**src/rtl/mesh_nic.sv**
```systemverilog
// PE-side network interface: inbound and outbound packet FIFOs between a processor
// register port and one mesh router PE port, with VC/polarity-gated injection.

module nic_fifo #(
  parameter int W     = 64,
  parameter int DEPTH = 1
) (
  input  logic                     clk,
  input  logic                     rst_n,
  input  logic                     push_i,
  input  logic [W-1:0]             din_i,
  input  logic                     pop_i,
  output logic [W-1:0]             head_o,
  output logic                     empty_o,
  output logic                     full_o,
  output logic [$clog2(DEPTH):0]   count_o
);
  localparam int PW = $clog2(DEPTH) + 1;
  localparam int IW = (DEPTH > 1) ? $clog2(DEPTH) : 1;

  logic [PW-1:0] wr_q, wr_d, rd_q, rd_d;
  logic [IW-1:0] widx, ridx;
  logic [W-1:0]  mem_q [DEPTH];

  // With a single entry there is no index; the lone pointer bit only marks full/empty.
  assign widx = (DEPTH == 1) ? '0 : wr_q[IW-1:0];
  assign ridx = (DEPTH == 1) ? '0 : rd_q[IW-1:0];

  assign count_o = wr_q - rd_q;
  assign empty_o = (wr_q == rd_q);
  assign full_o  = (count_o == PW'(DEPTH));
  assign head_o  = mem_q[ridx];

  assign wr_d = push_i ? wr_q + 1'b1 : wr_q;
  assign rd_d = pop_i  ? rd_q + 1'b1 : rd_q;

  always_ff @(posedge clk or negedge rst_n) begin
    if (!rst_n) begin
      wr_q <= '0;
      rd_q <= '0;
    end else begin
      wr_q <= wr_d;
      rd_q <= rd_d;
    end
  end

  always_ff @(posedge clk) begin
    if (push_i) mem_q[widx] <= din_i;
  end
endmodule

module mesh_nic #(
  parameter int DATA_WIDTH = 64,
  parameter int DEPTH      = 1
) (
  input  logic                  clk,
  input  logic                  reset,
  input  logic [1:0]            addr,
  input  logic [DATA_WIDTH-1:0] d_in,
  output logic [DATA_WIDTH-1:0] d_out,
  input  logic                  nicEn,
  input  logic                  nicWrEn,
  input  logic                  net_polarity,
  input  logic                  net_si,
  output logic                  net_ri,
  input  logic [DATA_WIDTH-1:0] net_di,
  output logic                  net_so,
  input  logic                  net_ro,
  output logic [DATA_WIDTH-1:0] net_do
);
  localparam int PW = $clog2(DEPTH) + 1;

  logic [DATA_WIDTH-1:0] in_head, out_head, d_out_q, d_out_d;
  logic                  in_empty, in_full, out_empty, out_full;
  logic [PW-1:0]         in_count, out_count;
  logic                  in_push, in_pop, out_push, out_pop;
  logic                  rd_en, wr_en;

  assign rd_en = nicEn & ~nicWrEn;
  assign wr_en = nicEn & nicWrEn;

  // Full/empty are judged on pre-edge state, so a write into a full out FIFO is
  // dropped even when the router drains an entry on the same edge.
  assign in_push  = net_si & ~in_full;
  assign in_pop   = rd_en & (addr == 2'b00) & ~in_empty;
  assign out_push = wr_en & (addr == 2'b10) & ~out_full;
  assign out_pop  = net_so & net_ro;

  nic_fifo #(.W(DATA_WIDTH), .DEPTH(DEPTH)) u_in (
    .clk(clk), .rst_n(reset), .push_i(in_push), .din_i(net_di), .pop_i(in_pop),
    .head_o(in_head), .empty_o(in_empty), .full_o(in_full), .count_o(in_count)
  );

  nic_fifo #(.W(DATA_WIDTH), .DEPTH(DEPTH)) u_out (
    .clk(clk), .rst_n(reset), .push_i(out_push), .din_i(d_in), .pop_i(out_pop),
    .head_o(out_head), .empty_o(out_empty), .full_o(out_full), .count_o(out_count)
  );

  assign net_ri = ~in_full;
  assign net_do = out_empty ? '0 : out_head;
  assign net_so = ~out_empty & (out_head[DATA_WIDTH-1] == net_polarity);

  always_comb begin
    d_out_d = d_out_q;
    if (rd_en) begin
      case (addr)
        2'b00: d_out_d = in_empty ? '0 : in_head;
        2'b01: begin
          d_out_d = '0;
          d_out_d[PW+1:0] = {in_count, in_full, ~in_empty};
        end
        2'b11: begin
          d_out_d = '0;
          d_out_d[PW+1:0] = {out_count, out_full, out_empty};
        end
        default: ;
      endcase
    end
  end

  always_ff @(posedge clk or negedge reset) begin
    if (!reset) d_out_q <= '0;
    else        d_out_q <= d_out_d;
  end

  assign d_out = d_out_q;
endmodule

```
**config.mk**
```make
export PLATFORM = sky130hd
export DESIGN_NAME = mesh_nic
export DESIGN_NICKNAME = d
export VERILOG_FILES = /design/src/rtl/mesh_nic.sv
export SDC_FILE = /design/constraint.sdc
export NUM_CORES = 1
export LEC_CHECK = 0
export BUFFER_PORTS_ARGS = -buffer_cell sky130_fd_sc_hd__buf_2
export CAP_MARGIN = 20
export CELL_PAD_IN_SITES_DETAIL_PLACEMENT = 0
export CELL_PAD_IN_SITES_GLOBAL_PLACEMENT = 1
export CORE_ASPECT_RATIO = 0.7
export CORE_MARGIN = 2
export CORE_UTILIZATION = 35
export CTS_CLUSTER_SIZE = 14
export DETAILED_ROUTE_END_ITERATION = 10
export GPL_ROUTABILITY_DRIVEN = 0
export GPL_TIMING_DRIVEN = 0
export MAX_ROUTING_LAYER = met4
export PLACE_DENSITY_LB_ADDON = 0.1
export SYNTH_ARGS = -nofsm -noshare
export SYNTH_HDL_FRONTEND = slang
export SYNTH_HIERARCHICAL = 1
export SYNTH_SLANG_ARGS = --single-unit
```
**constraint.sdc**
```tcl
create_clock -name clk -period 5.5 [get_ports clk]
set_input_delay 0 -clock clk [delete_from_list [all_inputs] [get_ports clk]]
set_output_delay 0 -clock clk [all_outputs]
set_load 0.1 [all_outputs]
```
==> impl_metrics.yaml <==
sta:
  report.final.slew_viol_count: 0
  rsz0062_at_grt: "false"
  skew_ns: 0.00939
  tns_ns: 0
  hold_viol: 0
  timing.final.crit_share_pct: 43.1
  max_freq_ghz: 0.421
  setup_viol: 0
  period_minus_slack_ns: 2.37
  worstMarginPinSlew_ns: 0.811
  slew_headroom_pct: 45.5
  hold_ws_ns: 0.0488
clock_tree:
  numCtsBuffers: 17
  clk_pin_slew_worst_paths_ns: 0.07
  postCtsSetupRepairBufs: 0
  clkLatencyLatePin_ns: 0.42
  hold_buffers: 131
  clock_path_buffers: 2
  cts_resized: 0
  cts.sink_count: 196
  htreeDepth: 4
  cts_tree: "yes"
  clockRootBuffer: "clkbuf_16"
placed_design:
  place_hpwl_mm: 11.4
  portBuffers: 265
die:
  die_y_um: 121
  pin_count: 267
  die_w_um: 172
  core_um2: 19100
  rows: 42
  start_util_pct: 36.1
  die-area_um2: 20900
cells_and_area:
  final_core_utilization_pct: 55.4
  nFillCells: 1639
  antenna_cells: 0
  layout_commonest_cell: "buf_2"
  syn2layout_area_growth_pct: 53.8
  final_cell_mix: "buf_2 (270), dlygate4sd3_1 (131), edfxtp_1 (128)"
  layout.nets: 933
  drive_gt1_share_pct: 40.6
critical_path:
  slowest_delay_ns: 0.43
  cp_max_fo: 10
  startpoint_type: "flop"
  crit_top_cell: "clkbuf_1"
  cp-end-kind: "output port"
  critical_path_class: "flop to output port"
  cp_slowest_cell: "dfrtp_1"
  arrival_ns: 2.37
  path_cells: "xnor2_1 -> clkbuf_1 -> clkbuf_1 -> nor2b_1 -> buf_2"
  critPathRequiredTime_ns: 5.50
drt:
  drt_wl_total_mm: 17.1
  num_vias: 4705
  dr.pass1.iters: 4
  drtAntennaViolNets: 0
  drt_iter0_drc: 224
  avgViaCountPerCell: 4.39
  route.detailed.drc: 0
  wl_per_cell_um: 16.0
synth:
  synth_seq_cells: 196
  syn_avg_cell_area_um2: 18.4
  syn_area_um2: 6900
  yosysSeqAreaShare_pct: 80.4
  ys_types: 25
  yosys_warnings: 6
  syn_nets: 512
  synthesis.instances: 375
hold_path:
  min_path_type: "primary input to flop"
global_routing:
  overflow: 0
  grt_pass1_vias: 4910
  grt_util_all_layers_pct: 17.0
  grt_max_degree: 64
  antenna_found_initial: 0
  grt_pass1_wl_mm: 25.9
job:
  cap_violations: 0
run_status:
  outcome: "finished, final reports clean"
[logic make-up (layout without fill, tap and decap cells)]
kind of cell              count (synthesis)  after routing  synth area share, %
xor gates and xnor gates                  9              9                 1.14
AOI/OAI and AO/OA                        65             65                 8.20
muxes                                     5              5                0.798
and+or+nand+nor                          75             75                 7.06
DFF                                     196            196                 80.4
buffers and inverters                    25            458                 2.39
[state kept, by name, indices dropped and copies added (netlist names)]
name         cells
u_in/wr_q        1
u_in/mem_q      64
u_out/mem_q     64
u_out/rd_q       1
d_out           64
u_out/wr_q       1
u_in/rd_q        1
[critical path, delay by kind of cell, from the launching register on]
kind	cells	cell delay [ns]
simple gates	1	0.10
flops	1	0.43
buf+inv	3	1.12
xor+xnor	1	0.31
[final cells by class]
class	instances	area [um2]	area share [%]
Clock inverter	11	105	0.991
Sequential cell	196	5550	52.3
Multi-Input combinational cell	154	1200	11.4
Buffer	23	158	1.49
Inverter	2	7.51	0.0708
Tap cell	264	330	3.11
Timing Repair Buffer	402	2800	26.4
Clock buffer	20	457	4.31
[path summary, 6_finish.rpt]
kind / startpoint / endpoint / slack, ns / depth (start not counted)
max reg2reg: u_out/rd_q$_DFFE_PN0P_ / u_out/mem_q[0][30]$_DFFE_PP_ / 3.42 / 5
max: u_out/rd_q$_DFFE_PN0P_ / net_do[26] / 3.13 / 5
min: addr[0] / d_out[1]$_DFFE_PN0P_ / 0.05 / 3
min in group asynchronous: reset / d_out[48]$_DFFE_PN0P_ / 0.13 / 3
min reg2reg: u_in/mem_q[0][37]$_DFFE_PP_ / d_out[37]$_DFFE_PN0P_ / 0.47 / 1
max in group asynchronous: reset / d_out[20]$_DFFE_PN0P_ / 4.74 / 3
[metal layers]
layer | wire length [um] | track usage [%] | vias to the layer above
li1 | - | - | 2236
met1 | 7900 | 22.1 | 2304
met2 | 8040 | 26.4 | 148
met3 | 956 | 4.53 | 17
met4 | 247 | 5.15 | 0
met5 | 0 | - | -
[synthesized netlist by cell type (all sizes together)]
master / number / area (um2)
dfrtp: 68 / 1700
and2: 1 / 6.26
edfxtp: 128 / 3840
xor2: 7 / 61.3
nand3b: 1 / 7.51
nor3: 1 / 5.00
mux2i: 1 / 10.0
buf: 16 / 131
nand2b: 1 / 13.8
nor4: 1 / 21.3
o22ai: 1 / 6.26
mux2: 4 / 45.0
nor2: 2 / 7.51
xnor2: 2 / 17.5
a21oi: 1 / 5.00
a22o: 63 / 554
nand2: 1 / 3.75
clkbuf: 7 / 26.3
or2b: 1 / 7.51
and3: 1 / 7.51
inv: 2 / 7.51
nor2b: 65 / 407
[stage by stage]
stage | area [um2] | setup WS, ns | instances
6_report | 10600 | 3.13 | 1072
2_1_floorplan | 6900 | 1.40 | 375
3_5_place_dp | 8730 | 3.40 | 910
3_3_place_gp | 8560 | -0.253 | 904
4_1_cts | 10600 | 3.05 | 1072
5_1_grt | 10600 | 2.90 | 1072
Power is left out: the tool's default activity adds up to more than one toggle a clock period on the data nets, which glitch-free logic cannot reach.
